`config.mk`:
```
export PLATFORM = sky130hd
export DESIGN_NAME = iod_read_train_ctrl
export DESIGN_NICKNAME = d
export VERILOG_FILES = /design/src/rtl/iod_read_train_ctrl.sv
export SDC_FILE = /design/constraint.sdc
export NUM_CORES = 1
export LEC_CHECK = 0
export CORE_MARGIN = 2
export CORE_UTILIZATION = 57
export DETAILED_ROUTE_END_ITERATION = 10
export PLACE_DENSITY_LB_ADDON = 0.2
export SYNTH_ARGS = -nofsm -noshare
export SYNTH_HDL_FRONTEND = slang
export SYNTH_SLANG_ARGS = --single-unit
```
`constraint.sdc`:
```
create_clock -name FAB_CLK -period 7.8 [get_ports FAB_CLK]
set_input_delay 1.17 -clock FAB_CLK [delete_from_list [all_inputs] [get_ports FAB_CLK]]
set_output_delay 1.17 -clock FAB_CLK [all_outputs]
set_load 0.05 [all_outputs]
```
`src/rtl/iod_read_train_ctrl.sv`:
```
// iod_read_train_ctrl: per-lane DDR3 read-training sequencer; sweeps the RX delay line and parks it at the widest eye's centre.
// Ports:
//   FAB_CLK, ARST_N                 clock, asynchronous active-low reset
//   START, ABORT                    begin training (pulse), terminate training (level)
//   EYE_MONITOR_EARLY/LATE          eye-monitor flags from the IOD
//   DELAY_LINE_OUT_OF_RANGE         delay-line limit indicator, looked at in EVAL only
//   DELAY_LINE_LOAD/MOVE/DIRECTION  delay-line controls (LOAD restores tap 0)
//   EYE_MONITOR_CLEAR_FLAGS         eye-monitor flag clear pulse
//   BUSY, DONE, ERROR               status (DONE/ERROR sticky until the next LOAD)
//   TAP, EYE_START, EYE_WIDTH       current tap, chosen window start and width
module iod_read_train_ctrl #(
    parameter int TAP_MAX       = 127,
    parameter int SETTLE_CYCLES = 4,
    parameter int SAMPLE_CYCLES = 8,
    parameter int MIN_EYE       = 4
) (
    input  logic       FAB_CLK,
    input  logic       ARST_N,
    input  logic       START,
    input  logic       ABORT,
    input  logic       EYE_MONITOR_EARLY,
    input  logic       EYE_MONITOR_LATE,
    input  logic       DELAY_LINE_OUT_OF_RANGE,
    output logic       DELAY_LINE_LOAD,
    output logic       DELAY_LINE_MOVE,
    output logic       DELAY_LINE_DIRECTION,
    output logic       EYE_MONITOR_CLEAR_FLAGS,
    output logic       BUSY,
    output logic       DONE,
    output logic       ERROR,
    output logic [7:0] TAP,
    output logic [7:0] EYE_START,
    output logic [7:0] EYE_WIDTH
);
    localparam logic [7:0]  TAP_LAST = TAP_MAX[7:0];
    localparam logic [7:0]  MIN_W    = MIN_EYE[7:0];
    localparam logic [15:0] SET_LAST = 16'(SETTLE_CYCLES - 1);
    localparam logic [15:0] SMP_LAST = 16'(SAMPLE_CYCLES - 1);

    typedef enum logic [3:0] {
        S_IDLE, S_LOAD, S_CLEAR, S_SETTLE, S_SAMPLE, S_EVAL, S_STEP,
        S_FINISH, S_RET_MV, S_RET_GAP, S_DONE, S_RELOAD
    } state_t;

    state_t      state_q, state_d;
    logic [15:0] cnt_q, cnt_d;
    logic        fail_q, fail_d;
    logic [7:0]  tap_q, tap_d, run_len_q, run_len_d, run_start_q, run_start_d;
    logic [7:0]  best_len_q, best_len_d, best_start_q, best_start_d, centre_q, centre_d;
    logic [7:0]  eye_start_q, eye_start_d, eye_width_q, eye_width_d;
    logic        load_q, load_d, move_q, move_d, dir_q, dir_d, clr_q, clr_d;
    logic        busy_q, busy_d, done_q, done_d, error_q, error_d;
    logic        fail_now, close_run, fin_ok;
    logic [7:0]  fin_len, fin_start, fin_centre;

    // A run still open at the end of the sweep competes with the best closed run.
    assign fail_now   = fail_q | DELAY_LINE_OUT_OF_RANGE;
    assign fin_len    = (run_len_q > best_len_q) ? run_len_q : best_len_q;
    assign fin_start  = (run_len_q > best_len_q) ? run_start_q : best_start_q;
    assign fin_centre = fin_start + (fin_len >> 1);

    always_ff @(posedge FAB_CLK or negedge ARST_N) begin
        if (!ARST_N) begin
            state_q      <= S_IDLE;
            cnt_q        <= '0;
            fail_q       <= 1'b0;
            tap_q        <= '0;
            run_len_q    <= '0;
            run_start_q  <= '0;
            best_len_q   <= '0;
            best_start_q <= '0;
            centre_q     <= '0;
            eye_start_q  <= '0;
            eye_width_q  <= '0;
            load_q       <= 1'b0;
            move_q       <= 1'b0;
            dir_q        <= 1'b0;
            clr_q        <= 1'b0;
            busy_q       <= 1'b0;
            done_q       <= 1'b0;
            error_q      <= 1'b0;
        end else begin
            state_q      <= state_d;
            cnt_q        <= cnt_d;
            fail_q       <= fail_d;
            tap_q        <= tap_d;
            run_len_q    <= run_len_d;
            run_start_q  <= run_start_d;
            best_len_q   <= best_len_d;
            best_start_q <= best_start_d;
            centre_q     <= centre_d;
            eye_start_q  <= eye_start_d;
            eye_width_q  <= eye_width_d;
            load_q       <= load_d;
            move_q       <= move_d;
            dir_q        <= dir_d;
            clr_q        <= clr_d;
            busy_q       <= busy_d;
            done_q       <= done_d;
            error_q      <= error_d;
        end
    end

    always_comb begin
        state_d = state_q;
        case (state_q)
            S_IDLE:    state_d = (START && !ABORT) ? S_LOAD : S_IDLE;
            S_LOAD:    state_d = S_CLEAR;
            S_CLEAR:   state_d = S_SETTLE;
            S_SETTLE:  state_d = (cnt_q == SET_LAST) ? S_SAMPLE : S_SETTLE;
            S_SAMPLE:  state_d = (cnt_q == SMP_LAST) ? S_EVAL : S_SAMPLE;
            S_EVAL:    state_d = (tap_q == TAP_LAST || DELAY_LINE_OUT_OF_RANGE) ? S_FINISH : S_STEP;
            S_STEP:    state_d = S_CLEAR;
            S_FINISH:  state_d = (fin_len < MIN_W) ? S_RELOAD : (tap_q == fin_centre) ? S_DONE : S_RET_MV;
            S_RET_MV:  state_d = S_RET_GAP;
            S_RET_GAP: state_d = (tap_q == centre_q) ? S_DONE : S_RET_MV;
            default:   state_d = S_IDLE;
        endcase
        // RELOAD is excluded so a held ABORT yields a single restoring LOAD pulse.
        if (ABORT && state_q != S_IDLE && state_q != S_RELOAD) state_d = S_RELOAD;
    end

    always_comb begin
        cnt_d        = (state_d == state_q && (state_q == S_SETTLE || state_q == S_SAMPLE)) ? cnt_q + 16'd1 : '0;
        fail_d       = (state_q == S_CLEAR) ? 1'b0 :
                       (state_q == S_SAMPLE) ? (fail_q | EYE_MONITOR_EARLY | EYE_MONITOR_LATE) : fail_q;
        tap_d        = (state_d == S_LOAD || state_d == S_RELOAD) ? 8'd0 :
                       (state_q == S_STEP) ? tap_q + 8'd1 :
                       (state_q == S_RET_MV) ? tap_q - 8'd1 : tap_q;
        close_run    = state_q == S_EVAL && fail_now && run_len_q > best_len_q;
        run_len_d    = (state_d == S_LOAD) ? 8'd0 :
                       (state_q == S_EVAL) ? (fail_now ? 8'd0 : run_len_q + 8'd1) : run_len_q;
        run_start_d  = (state_q == S_EVAL && !fail_now && run_len_q == 8'd0) ? tap_q : run_start_q;
        best_len_d   = (state_d == S_LOAD) ? 8'd0 : close_run ? run_len_q : best_len_q;
        best_start_d = (state_d == S_LOAD) ? 8'd0 : close_run ? run_start_q : best_start_q;
        centre_d     = (state_q == S_FINISH) ? fin_centre : centre_q;
        fin_ok       = state_q == S_FINISH && !ABORT;
        eye_start_d  = (fin_ok && fin_len >= MIN_W) ? fin_start : eye_start_q;
        eye_width_d  = fin_ok ? fin_len : eye_width_q;
        error_d      = (state_d == S_LOAD) ? 1'b0 : (fin_ok && fin_len < MIN_W) ? 1'b1 : error_q;
        done_d       = (state_d == S_LOAD) ? 1'b0 : (state_d == S_DONE) ? 1'b1 : done_q;
        busy_d       = !(state_d inside {S_IDLE, S_DONE, S_RELOAD});
        load_d       = state_d == S_LOAD || state_d == S_RELOAD;
        move_d       = state_d == S_STEP || state_d == S_RET_MV;
        dir_d        = state_d == S_STEP;
        clr_d        = state_d == S_CLEAR;
    end

    assign DELAY_LINE_LOAD         = load_q;
    assign DELAY_LINE_MOVE         = move_q;
    assign DELAY_LINE_DIRECTION    = dir_q;
    assign EYE_MONITOR_CLEAR_FLAGS = clr_q;
    assign BUSY                    = busy_q;
    assign DONE                    = done_q;
    assign ERROR                   = error_q;
    assign TAP                     = tap_q;
    assign EYE_START               = eye_start_q;
    assign EYE_WIDTH               = eye_width_q;
endmodule

```
==> results.cfg <==
[status]
status = completed

[synth]
syn_inst = 563
synth_top_area_cell = dfrtp_1
yosys.cell_types.count = 59
synth_nets = 596
ys_seq_elements = 92
synthFlopType = dfrtp_1
synth.avg_cell_area_sq_um = 9.383
seq_area_frac_synth_pct = 43.58
ys_async_sr_fraction_pct = 100.0
synth_edf_count = 0
synth_top_cell_area_share_pct = 43.58
ys_top_cells_by_area = dfrtp_1 (44%), nand2_1 (6.0%), ha_1 (5.7%)
yosysWarnings = 0
syn_area_sq_um = 5283

[finish]
area_growth_pct = 11.65
final_net_count = 628
antenna_cells = 0
drive_gt1_share_pct = 9.333
final_common_cell = dfrtp_1
layout_common_cells = dfrtp_1 (92), nand2_1 (85), nor2_1 (52)

[place]
pre_cts_slack_ns = 2.417
globalplace.congestion = 0.9601
dp_hpwl_um = 9202
io_buffer_count = 37

[route]
wl_per_cell_um = 18.01
viasPerCell = 5.907
first_pass_iters = 6
drtIter0Drc = 212
ant_nets = 0
finalWirelength_um = 12810
drc_errors = 0
dr_total_vias = 4200

[global_routing]
globalRouteTotalUtil_pct = 26.63
grt_max_degree = 59
grt_pass1_vias = 4161
antenna_found_initial = 0
grt_pass1_wl_um = 20880
grt-ovfl-total = 0

[timing]
slew_viol_final = 0
max_freq_mhz = 180.4
slew_headroom_pct = 27.87
final-hold-violation-count = 0
setup_viol = 0
fin_crit_sh_pct = 71.08
rsz0062_at_grt = no
tns_ns = 0
worstMarginPinSlew_ns = 1.075
min_period_ns = 5.544
layout_setup_ws_ns = 2.256
skew_ns = 0.01771

[worst_setup_path]
arrival_ns = 5.78
path_class = register to register
critPathCaptureType = register
critical_path_required_ns = 8.03
critPathMaxStageDelay_ns = 0.70
startpoint_type = register
path_cells = ha_1, a211oi_2, nor2_2, nand4bb_2, nand2_1, o21ai_0, ha_1, fa_1, a21o_1, a21oi_1, xor2_1, nor2_1, nor4b_1, o21ai_0, nor4_2, o41a_1, nor2_1
path_max_fanout = 21
crit_slowest_cell = nand2_1

[die]
die_x_um = 100.3
core_sq_um = 9109
die_y_um = 100.3
start_util_pct = 57.99
num_io_pins = 38
die_area_sq_um = 10050
rows = 35

[clock_network]
clock_latency_ns = 0.37
hold_buffers = 0
clk_pin_slew_ns = 0.09
cts_max_level = 3
cts_sinks = 92
cts_tree = built
post_cts_buffers = 0
clockBufferDepth = 2
cts_resized = 0
numCtsBuffers = 9
cts-root-buf = clkbuf_8

[power]
p_per_area_nw_per_um2 = 290.8
vdd_drop_max_mv = 0.2179
leakage_nw = 2.711

[worst_hold_path]
hold_class = register to register

[flow_run]
max_cap_viol_count = 0
synth_stat cells, types with 2 or more instances:
library cell  number
o211ai_1           2
or3_1              6
o21ai_1            2
a21oi_1           37
nand3_1           20
and3_1             8
nor4_1             3
and2_1             2
clkbuf_1          15
fa_1               2
o21ai_0           26
nand3b_1           2
xnor2_1           19
or2_2              2
nor2_1            52
a21o_1             6
ha_1              24
nor3_1            10
nand4_1           10
mux2i_1            5
o31ai_1            2
nor2b_1            7
mux2_2            26
nand2_1           85
and4_1             3
nand2b_1           4
dfrtp_1           92
a221oi_1           2
a31oi_1            4
a211oi_2           2
buf_2              2
inv_1             24
nand4b_1           2
xor2_1            29
and4_4             2
layout make-up:
type	count	area [sq um]
well taps	111	138.9
clock buffers	13	148.9
multi-input cells	429	2813
clock inverters	3	22.52
inverters	24	90.09
flip-flops and latches	92	2302
fillers	797	3211
repair buffers	39	382.9
metal layers:
| metal | wire [um] | track usage, % | vias to the layer above | share of wire (%) |
|---|---|---|---|---|
| met5 | 0 | 0 | - | 0 |
| met4 | 201 | 8.008 | 0 | 1.6 |
| met3 | 456 | 3.412 | 16 | 3.6 |
| met2 | 6262 | 44.91 | 112 | 49 |
| met1 | 5885 | 36.09 | 2061 | 46 |
| li1 | - | - | 2011 | - |
registers in the layout, indices dropped and copies added, names as in the netlist:
name / cells
cnt_q: 16
EYE_START: 8
EYE_WIDTH: 8
TAP: 8
best_len_q: 8
best_start_q: 8
centre_q: 8
run_len_q: 8
run_start_q: 8
state_q: 4
BUSY: 1
DELAY_LINE_DIRECTION: 1
DELAY_LINE_LOAD: 1
DELAY_LINE_MOVE: 1
DONE: 1
ERROR: 1
EYE_MONITOR_CLEAR_FLAGS: 1
fail_q: 1
path summary, 6_finish.rpt:
path	startpoint	end	slack, ns	depth (start not counted)
setup / recovery	run_len_q[5]	TAP[3]	2.26	17
hold / removal	cnt_q[0]	cnt_q[0]	0.45	1
setup reg to reg	run_len_q[5]	TAP[3]	2.26	17
hold reg to reg	cnt_q[0]	cnt_q[0]	0.45	1
max in group asynchronous	ARST_N	TAP[3]	5.95	2
min in group asynchronous	ARST_N	EYE_WIDTH[4]	0.74	1
cell families after synthesis:
logic type                 Yosys count  share of synthesized area [%]
AOI/OAI and AO/OA                   96                          11.25
xor gates and xnor gates            48                          7.958
adders and majority gates           26                          6.443
buffers and inverters               42                          3.174
DFF                                 92                          43.58
muxes                               32                          6.774
and+or+nand+nor                    227                          20.82
critical path: cells and delay by family (launching register included):
family | cells | cell delay, ns
and+or+nand+nor | 7 | 1.95
DFF | 1 | 0.47
adders and majority gates | 3 | 1.12
xor gates and xnor gates | 1 | 0.26
AOI/OAI and AO/OA | 6 | 1.61
stage by stage:
step | total power [mW] | std cells | hold WS, ns | instance area (sq um) | util (%)
finish | 1.715 | 711 | 0.4550 | 5898 | 64.75
floorplan | 1.213 | 563 | 0.4251 | 5283 | -
detailed placement | 1.418 | 695 | 0.4507 | 5727 | 62.87
CTS | 1.715 | 711 | 0.4627 | 5898 | 64.75
global route | 1.817 | 711 | 0.4854 | 5898 | 64.75
global placement | 1.404 | 695 | 0.4412 | 5727 | 62.87
where the power goes:
part	internal, mW	total (mW)	switching (mW)
Combinational	0.310	0.800	0.489
Clock	0.125	0.296	0.171
Sequential	0.524	0.619	0.0955
No activity file was read; power rests on OpenSTA's default activity.
